--- config.mk ---
export PLATFORM = sky130hd
export DESIGN_NAME = decode_stage
export DESIGN_NICKNAME = d
export VERILOG_FILES = /design/src/rtl/decode_pkg.sv /design/src/rtl/decode_imm_gen.sv /design/src/rtl/decode_stage.sv
export SDC_FILE = /design/constraint.sdc
export NUM_CORES = 1
export LEC_CHECK = 0
export BUFFER_PORTS_ARGS = -buffer_cell sky130_fd_sc_hd__clkbuf_2
export CAP_MARGIN = 0
export CORE_MARGIN = 5
export CORE_UTILIZATION = 35
export DETAILED_ROUTE_END_ITERATION = 8
export MAX_ROUTING_LAYER = met4
export PLACE_DENSITY = 0.51
export SLEW_MARGIN = 20
export SYNTH_ARGS = -nofsm -noshare
export SYNTH_HDL_FRONTEND = slang
export SYNTH_SLANG_ARGS = --single-unit
--- constraint.sdc ---
create_clock -name clk -period 2.5 [get_ports clk]
set_clock_uncertainty 0.2 [all_clocks]
set_input_delay 0.375 -clock clk [delete_from_list [all_inputs] [get_ports clk]]
set_output_delay 0.375 -clock clk [all_outputs]
set_load 0.03 [all_outputs]
--- src/rtl/decode_pkg.sv ---
// Shared opcodes, format encoding and buffered-entry layout for the decode stage.
package decode_pkg;

  localparam logic [6:0] OPC_LUI      = 7'b0110111;
  localparam logic [6:0] OPC_AUIPC    = 7'b0010111;
  localparam logic [6:0] OPC_JAL      = 7'b1101111;
  localparam logic [6:0] OPC_JALR     = 7'b1100111;
  localparam logic [6:0] OPC_BRANCH   = 7'b1100011;
  localparam logic [6:0] OPC_LOAD     = 7'b0000011;
  localparam logic [6:0] OPC_STORE    = 7'b0100011;
  localparam logic [6:0] OPC_OP_IMM   = 7'b0010011;
  localparam logic [6:0] OPC_OP       = 7'b0110011;
  localparam logic [6:0] OPC_MISC_MEM = 7'b0001111;
  localparam logic [6:0] OPC_SYSTEM   = 7'b1110011;

  localparam logic [6:0] F7_BASE   = 7'b0000000;
  localparam logic [6:0] F7_ALT    = 7'b0100000;
  localparam logic [6:0] F7_MULDIV = 7'b0000001;

  typedef enum logic [2:0] {
    FMT_R = 3'd0,
    FMT_I = 3'd1,
    FMT_S = 3'd2,
    FMT_B = 3'd3,
    FMT_U = 3'd4,
    FMT_J = 3'd5
  } fmt_e;

  // pc/imm sized for the widest XLEN; the stage truncates to its own XLEN.
  typedef struct packed {
    logic [63:0] pc;
    logic [6:0]  opcode;
    logic [2:0]  funct3;
    logic [6:0]  funct7;
    logic [4:0]  rs1;
    logic [4:0]  rs2;
    logic [4:0]  rd;
    fmt_e        fmt;
    logic [63:0] imm;
    logic        illegal;
  } entry_t;

endpackage

--- src/rtl/decode_imm_gen.sv ---
// Combinational immediate generator: sign-extends the format's immediate to XLEN.
module decode_imm_gen
  import decode_pkg::*;
#(
  parameter int unsigned XLEN = 32
) (
  input  logic [31:7]     instr,
  input  fmt_e            fmt,
  output logic [XLEN-1:0] imm
);

  always_comb begin
    imm = '0;
    case (fmt)
      FMT_I: imm = XLEN'($signed(instr[31:20]));
      FMT_S: imm = XLEN'($signed({instr[31:25], instr[11:7]}));
      FMT_B: imm = XLEN'($signed({instr[31], instr[7], instr[30:25], instr[11:8], 1'b0}));
      FMT_U: imm = XLEN'($signed({instr[31:12], 12'b0}));
      FMT_J: imm = XLEN'($signed({instr[31], instr[19:12], instr[20], instr[30:21], 1'b0}));
      default: imm = '0;
    endcase
  end

endmodule

--- src/rtl/decode_stage.sv ---
// Registered RISC-V decode stage with a 2-entry skid buffer.
// Define DECODE_STAGE_RVM_EN to accept the OP MUL/DIV family (funct7=0000001).
module decode_stage
  import decode_pkg::*;
#(
  parameter int unsigned XLEN = 32
) (
  input  logic            clk,
  input  logic            rst,
  input  logic            flush,
  input  logic            in_valid,
  output logic            in_ready,
  input  logic [31:0]     in_instr,
  input  logic [XLEN-1:0] in_pc,
  output logic            out_valid,
  input  logic            out_ready,
  output logic [XLEN-1:0] out_pc,
  output logic [6:0]      out_opcode,
  output logic [2:0]      out_funct3,
  output logic [6:0]      out_funct7,
  output logic [4:0]      out_rs1,
  output logic [4:0]      out_rs2,
  output logic [4:0]      out_rd,
  output logic [2:0]      out_fmt,
  output logic [XLEN-1:0] out_imm,
  output logic            out_illegal
);

  logic [6:0]      opcode;
  logic [2:0]      f3;
  logic [6:0]      f7;
  fmt_e            fmt;
  logic            illegal;
  logic [XLEN-1:0] imm;
  entry_t          dec;
  entry_t          main_q, skid_q;
  logic            main_v, skid_v;

  assign opcode = in_instr[6:0];
  assign f3     = in_instr[14:12];
  assign f7     = in_instr[31:25];

  always_comb begin
    illegal = 1'b0;
    fmt     = FMT_R;
    if (in_instr[1:0] != 2'b11) begin
      illegal = 1'b1;
    end else begin
      case (opcode)
        OPC_LUI, OPC_AUIPC: fmt = FMT_U;
        OPC_JAL:            fmt = FMT_J;
        OPC_JALR: begin
          fmt     = FMT_I;
          illegal = (f3 != 3'b000);
        end
        OPC_BRANCH: begin
          fmt     = FMT_B;
          illegal = (f3 == 3'b010) || (f3 == 3'b011);
        end
        OPC_LOAD: begin
          fmt = FMT_I;
          case (f3)
            3'b000, 3'b001, 3'b010, 3'b100, 3'b101: illegal = 1'b0;
            3'b011, 3'b110:                         illegal = (XLEN != 64);
            default:                                illegal = 1'b1;
          endcase
        end
        OPC_STORE: begin
          fmt = FMT_S;
          case (f3)
            3'b000, 3'b001, 3'b010: illegal = 1'b0;
            3'b011:                 illegal = (XLEN != 64);
            default:                illegal = 1'b1;
          endcase
        end
        OPC_MISC_MEM, OPC_SYSTEM: fmt = FMT_I;
        OPC_OP_IMM: begin
          fmt = FMT_I;
          // On RV32 the shift-immediate funct7 must be a real shift encoding.
          if (XLEN == 32) begin
            if (f3 == 3'b001 && f7 != F7_BASE)
              illegal = 1'b1;
            if (f3 == 3'b101 && f7 != F7_BASE && f7 != F7_ALT)
              illegal = 1'b1;
          end
        end
        OPC_OP: begin
          fmt = FMT_R;
          if (f7 == F7_BASE)
            illegal = 1'b0;
          else if (f7 == F7_ALT)
            illegal = !((f3 == 3'b000) || (f3 == 3'b101));
`ifdef DECODE_STAGE_RVM_EN
          else if (f7 == F7_MULDIV)
            illegal = 1'b0;
          else
            illegal = 1'b1;
`else
          else
            illegal = 1'b1;
`endif
        end
        default: illegal = 1'b1;
      endcase
    end
    if (illegal)
      fmt = FMT_R;
  end

  decode_imm_gen #(.XLEN(XLEN)) u_imm_gen (
    .instr (in_instr[31:7]),
    .fmt   (fmt),
    .imm   (imm)
  );

  always_comb begin
    dec         = '0;
    dec.pc      = 64'(in_pc);
    dec.opcode  = opcode;
    dec.funct3  = f3;
    dec.funct7  = f7;
    dec.rs1     = in_instr[19:15];
    dec.rs2     = in_instr[24:20];
    dec.rd      = in_instr[11:7];
    dec.fmt     = fmt;
    dec.imm     = 64'(imm);
    dec.illegal = illegal;
  end

  // in_ready is the inverse of the skid flop, so it never depends on out_ready.
  always_ff @(posedge clk) begin
    if (rst) begin
      main_q <= '0;
      skid_q <= '0;
      main_v <= 1'b0;
      skid_v <= 1'b0;
    end else if (flush) begin
      main_v <= 1'b0;
      skid_v <= 1'b0;
    end else if (!main_v || out_ready) begin
      if (skid_v) begin
        main_q <= skid_q;
        main_v <= 1'b1;
        skid_v <= 1'b0;
      end else begin
        main_v <= in_valid;
        if (in_valid)
          main_q <= dec;
      end
    end else if (in_valid && !skid_v) begin
      skid_q <= dec;
      skid_v <= 1'b1;
    end
  end

  assign in_ready    = ~skid_v;
  assign out_valid   = main_v;
  assign out_pc      = main_q.pc[XLEN-1:0];
  assign out_opcode  = main_q.opcode;
  assign out_funct3  = main_q.funct3;
  assign out_funct7  = main_q.funct7;
  assign out_rs1     = main_q.rs1;
  assign out_rs2     = main_q.rs2;
  assign out_rd      = main_q.rd;
  assign out_fmt     = main_q.fmt;
  assign out_imm     = main_q.imm[XLEN-1:0];
  assign out_illegal = main_q.illegal;

endmodule

[Yosys cells after proc, flatten, opt, wreduce, memory -nomap -nowiden]
Cells that the tools add are included.
Storage, ports and cells
  flip-flop bits (word level): 202
  input bits: 69
  logic and storage cells: 88
Cells by class
  equal/unequal tests: 24
  mux-type cells: 15
  bitwise gates (word level): 3
  reductions and logical operators: 24
Operator list (number)
  $mux 132: 2
  $pmux 32 s5: 1
  $eq 7x6->1 const B: 4
  $eq 7x7->1 const B: 4
  $pmux 3 s5: 1
  $reduce_or 5->1: 3
  $eq 7x5->1 const B: 2
  $eq 3x2->1 const B: 4
  $eq 3x3->1 const B: 4
  $mux 1: 8
  $eq 7x2->1 const B: 1
  $eq 7x4->1 const B: 1
  $logic_not 7->1: 1
  $ne 7x6->1 const B: 1
  $pmux 1 s7: 1
  $reduce_bool 7->1: 1
  $eq 3x1->1 const B: 2
  $mux 3: 2
  $reduce_and 3->1: 2
  $reduce_or 3->1: 2
  $logic_and 1x1->1: 4
  $reduce_or 2->1: 2
  $logic_not 1->1: 3
  $logic_not 3->1: 1
  5 further kinds: 9

[Logic depth before layout (Yosys ltp)]
  depth in word-level cells: 12
  mapped depth: 8
  mapped depth without buffers: 6

[Cells and area by module]
From an unflattened synthesis, not the netlist that was laid out.
Unflattened totals
  cell total of the unflattened synthesis: 1004
  area, all modules: 8536.9 um^2
Modules (own cells, without submodules)
  decode_stage: instances 1, cells an instance 938, area an instance 8146.6 um^2, sequential area each 4043.9 um^2
  decode_imm_gen: instances 1, cells an instance 66, area an instance 390.4 um^2, sequential area each 0.0 um^2

[Worst setup path before layout]
No wires, ideal clock.
  kind: in2reg
  start: input port in_instr[6]
  end: register main_q, in the netlist out_imm[12]
  data arrival time: 1979 ps
  setup slack: 183 ps
  stages on the path: 6
  path through: or3b_1 a2111o_1 a21oi_4 nor4b_4 a211oi_4 a211oi_1
Between the ends
  cells in the longest elaborated chain, start to end: 9
  elaborated cells on any way between the ends: 27
  those cells by class: eq/ne (16); mux (8); reduce/logical (3)
Ends and longest elaborated chain
  start: declaration: RTL line decode_stage.sv:13  | input logic [31:0] in_instr,
  $eq 7x4->1 (tied with other cells): RTL line decode_stage.sv:49  | case (opcode)
  $reduce_or 5->1 (no line) or $reduce_or 2->1 (tied branches)
  $pmux 1 s7 or $pmux 3 s5 (tied branches): RTL line decode_stage.sv:49
  $mux 1 or $mux 3 (tied branches): RTL line decode_stage.sv:46  | if (in_instr[1:0] != 2'b11) begin
  $mux 3 *: RTL line decode_stage.sv:106  | if (illegal)
  $eq 3x3->1 (tied with other cells): RTL line decode_imm_gen.sv:14  | case (fmt)
  $pmux 32 s5 *: RTL line decode_imm_gen.sv:14
  $mux 132 *: RTL line decode_stage.sv:147  | if (in_valid)
  $mux 132 *: RTL line decode_stage.sv:141  | if (skid_v) begin
  end signal: assignment: RTL line decode_stage.sv:142  | main_q <= skid_q;
  end: declaration: RTL line decode_stage.sv:36  | entry_t main_q, skid_q;
Every way passes the cells marked *; elsewhere a longest branch is shown, timed or not. The select of a mux whose other input is x is not followed.
A chain may end at the register's enable or synchronous reset.

[Worst setup path after layout]
  start: input port in_instr[2]
  end: register main_q, in the netlist out_imm[17]
The elaborated chain is that of the path after synthesis.

==> impl_results.md <==
* Status: finished, final reports clean
* HPWL after DPL at 17100 um
* CTS H-tree lvls at 1
* Die X at between 150 and 200 um
* DR WL/cell at 16.6 um
* Critical path type: input port to flip-flop
* Num CTS Buffers at 24
* DRT iter0 DRCs at roughly 420
* Layout cells sized above 1 at ~24%
* Row count at 56
* Hold Vio Cnt, Final at 0
* Required time of the critical path at roughly 2.7 ns
* Top Metal Used: met4
* Non-filler cells, final at between 1500 and 2000
* Max-slew violation count at 0
* Ys flop type: dfxtp_1
* Clock Path Buffers at 3
* First-pass GRT wire length at roughly 40000 um
* Number of library cell types mapped by synthesis at between 50 and 60
* Rel. slew slack at a little over two fifths
* Avg Inst Size Synth at approximately 8.5 sq um
* Post-Route M1 WL at roughly 12000 um
* Top cell type's share of synthesized area at a little under half
* Sequential share of the synthesized area at approximately 48%
* Die area at 0.0273 sq mm
* First drt pass iteration count at 4
* Top achievable clock speed at 415 MHz
* Antenna-violating nets left at 0
* Syn_nets at approximately 1100
* Tmin final at around 2.4 ns
* Maximum fanout along the worst path at 10
* Drt drc at 0
* Synth area leaders: dfxtp_1 48%, nand2_1 8.3%, a211oi_1 7.8%
* Final Total Pwr at 7.93 mW
* Fin nets at 1281
* Worst ir drop on vdd at just over 0.4 mV
* Met3 WL at 1620 um
* Post-synth top cells: 202 x dfxtp_1, 187 x nand2_1, 106 x nor2_1
* Vias in the first global route at approximately 7300
* Skew-Pair Late Insertion Delay at about 0.5 ns
* Worst setup EP type: flip-flop
* Total track usage at 18.6%
* Wire length on met2 at around 12000 um
* CTS tree: done
* Initial antenna violation count at 0
* Hold/Removal Path Class: input port to flip-flop
* Min Hold Slack at about 0.066 ns
* Async SR Flop Fraction at 0%
* # diodes at 0
* Filler Cell Count at about 2300
* Routability Congestion at between 0.8 and 0.9
* Seq cells post-synth at around 200
* Clk sinks at 202
* Post-Syn Area at between 0.008 and 0.009 sq mm
* Max-cap violations at 0
* P per Cell Area at 696 mW/mm^2
* Core area at roughly 0.024 sq mm
* CP Launch Type: input port
* Post-CTS Setup Bufs at 0
* Total I/O pin count at between 150 and 200
* Cell taking the most area after synthesis: dfxtp_1
* Final wirelength at 25700 um
* Critical Path AT at roughly 2.6 ns
* Yosys warns at 0
* Inst Count DP at ~1500
* Clock Tree Root: clkbuf_16
* Pre-CTS WS at -0.139 ns
* Initial Util at 35.8%
* Post-Syn Instances at 990
* Routed vias at between 7000 and 8000
* GRT overflow at 0
* Clock-pin slew on the worst setup and hold paths at 0.06 ns
* Final setup margin at ~0.088 ns
* Top-count cell post-synth: dfxtp_1
* Period utilisation layout at between 90 and 100%
* Vias per cell at approximately 5.0
* Static Leak at between 4 and 5 nW
* Post-synth EDFFs at 0
* RSZ-0062 raised after global routing: false
* Port Buffers at 170
* Final setup vio count at 0
* Area grow syn2layout at 35.0%
* Worst-Margin Slew at 0.873 ns
* Die height at 165 um
* Largest net degree at the start of global routing at 62
-- cell families (layout without fill, tap and decap cells) --
family | Yosys count | after routing | share of synthesized area, %
xor+xnor | 1 | 1 | 0.104
buf+inv | 97 | 337 | 4.42
mux | 66 | 66 | 7.85
simple gates | 356 | 356 | 18.4
compound gates | 268 | 268 | 21.3
flops | 202 | 202 | 47.9
-- cell type report --
cell class / instances / area, sq um / share of cell area [%]
Multi-Input combinational cell: 691 / 4140 / 36.3
Sequential cell: 202 / 4050 / 35.5
Timing Repair Buffer: 282 / 1930 / 16.9
Clock buffer: 39 / 768 / 6.74
Tap cell: 319 / 399 / 3.50
Clock inverter: 5 / 75.1 / 0.659
Inverter: 11 / 41.3 / 0.362
-- registers in the layout, indices dropped and copies added, names as in the netlist --
| signal | cells |
|---|---|
| skid_q | 100 |
| out_imm | 32 |
| out_pc | 32 |
| out_funct7 | 7 |
| out_opcode | 7 |
| out_rd | 5 |
| out_rs1 | 5 |
| out_rs2 | 5 |
| out_fmt | 3 |
| out_funct3 | 3 |
| out_illegal | 1 |
| out_valid | 1 |
| skid_v | 1 |
-- cell usage in the layout (no fill, tap or decap), types with 2 or more instances in the layout --
cell type,synthesis,layout
buf_6,0,3
nor2_1,106,105
a221oi_2,0,7
nor3_1,5,3
a211oi_1,88,88
and3_1,8,7
buf_4,0,49
clkbuf_2,0,168
nor2b_1,3,3
nor3_2,0,2
clkbuf_16,0,25
nand2_1,187,186
nand2b_1,3,3
bufinv_16,0,2
mux2i_1,64,64
nor4_1,4,4
clkbuf_1,74,5
o21a_1,2,2
nand3b_1,2,2
mux2_2,2,2
or3_1,15,15
a31oi_1,3,3
dfxtp_1,202,201
and2_1,3,2
a311oi_1,17,17
o21ai_0,36,36
nor3b_1,5,5
a21boi_0,9,9
a221oi_1,12,5
inv_1,11,11
o2bb2ai_1,6,6
a21oi_4,1,2
buf_12,0,7
a21oi_1,79,79
or3b_2,2,2
clkinv_2,0,3
clkbuf_8,0,9
nand4b_1,2,2
dlygate4sd3_1,0,54
-- worst max-delay path: stages --
cell           delay (ns)
dlygate4sd3_1        0.53
buf_2                0.18
buf_4                0.16
a2111o_1             0.43
a21oi_4              0.19
nor4b_4              0.06
buf_4                0.18
a211oi_4             0.26
buf_6                0.16
a211oi_1             0.07
-- metrics by stage --
stage | cell area, sq um | setup TNS, ns | utilization (%)
2_1_floorplan | 8440 | 0 | -
3_3_place_gp | 9920 | -1.57 | 42.0
3_5_place_dp | 9920 | -3.27 | 42.0
4_1_cts | 11300 | 0 | 47.9
5_1_grt | 11400 | 0 | 48.3
6_report | 11400 | 0 | 48.3
-- report_power, final --
group / leakage, nW / switching (mW) / internal (mW) / total, mW
Clock: 0.419 / 1.35 / 2.29 / 3.64
Combinational: 2.16 / 0.577 / 0.333 / 0.910
Sequential: 1.64 / 0.0564 / 3.33 / 3.38
Total: 4.22 / 1.98 / 5.95 / 7.93
-- path summary, 6_finish.rpt --
| kind | endpoint | startpoint | cells after the start | slack, ns |
|---|---|---|---|---|
| worst min-delay path | skid_q[97] | in_instr[4] | 4 | 0.07 |
| worst min register to register | skid_q[11] | skid_q[11] | 2 | 0.25 |
| worst max-delay path | out_imm[17] | in_instr[2] | 10 | 0.09 |
| worst max register to register | out_imm[9] | out_valid | 6 | 0.32 |
-- layer usage --
layer | vias to the layer above | track usage (%)
li1 | 3945 | -
met1 | 3564 | 25.4
met2 | 184 | 28.5
met3 | 41 | 3.72
met4 | 0 | 4.72
met5 | - | -
-- what timing repair did --
item	4_1_cts	5_1_grt
hold buffers	54	0
gates resized for setup	0	21
setup endpoints to repair	0	37
endpoints found under the hold margin	88	0
No activity file was read; power rests on OpenSTA's default activity.
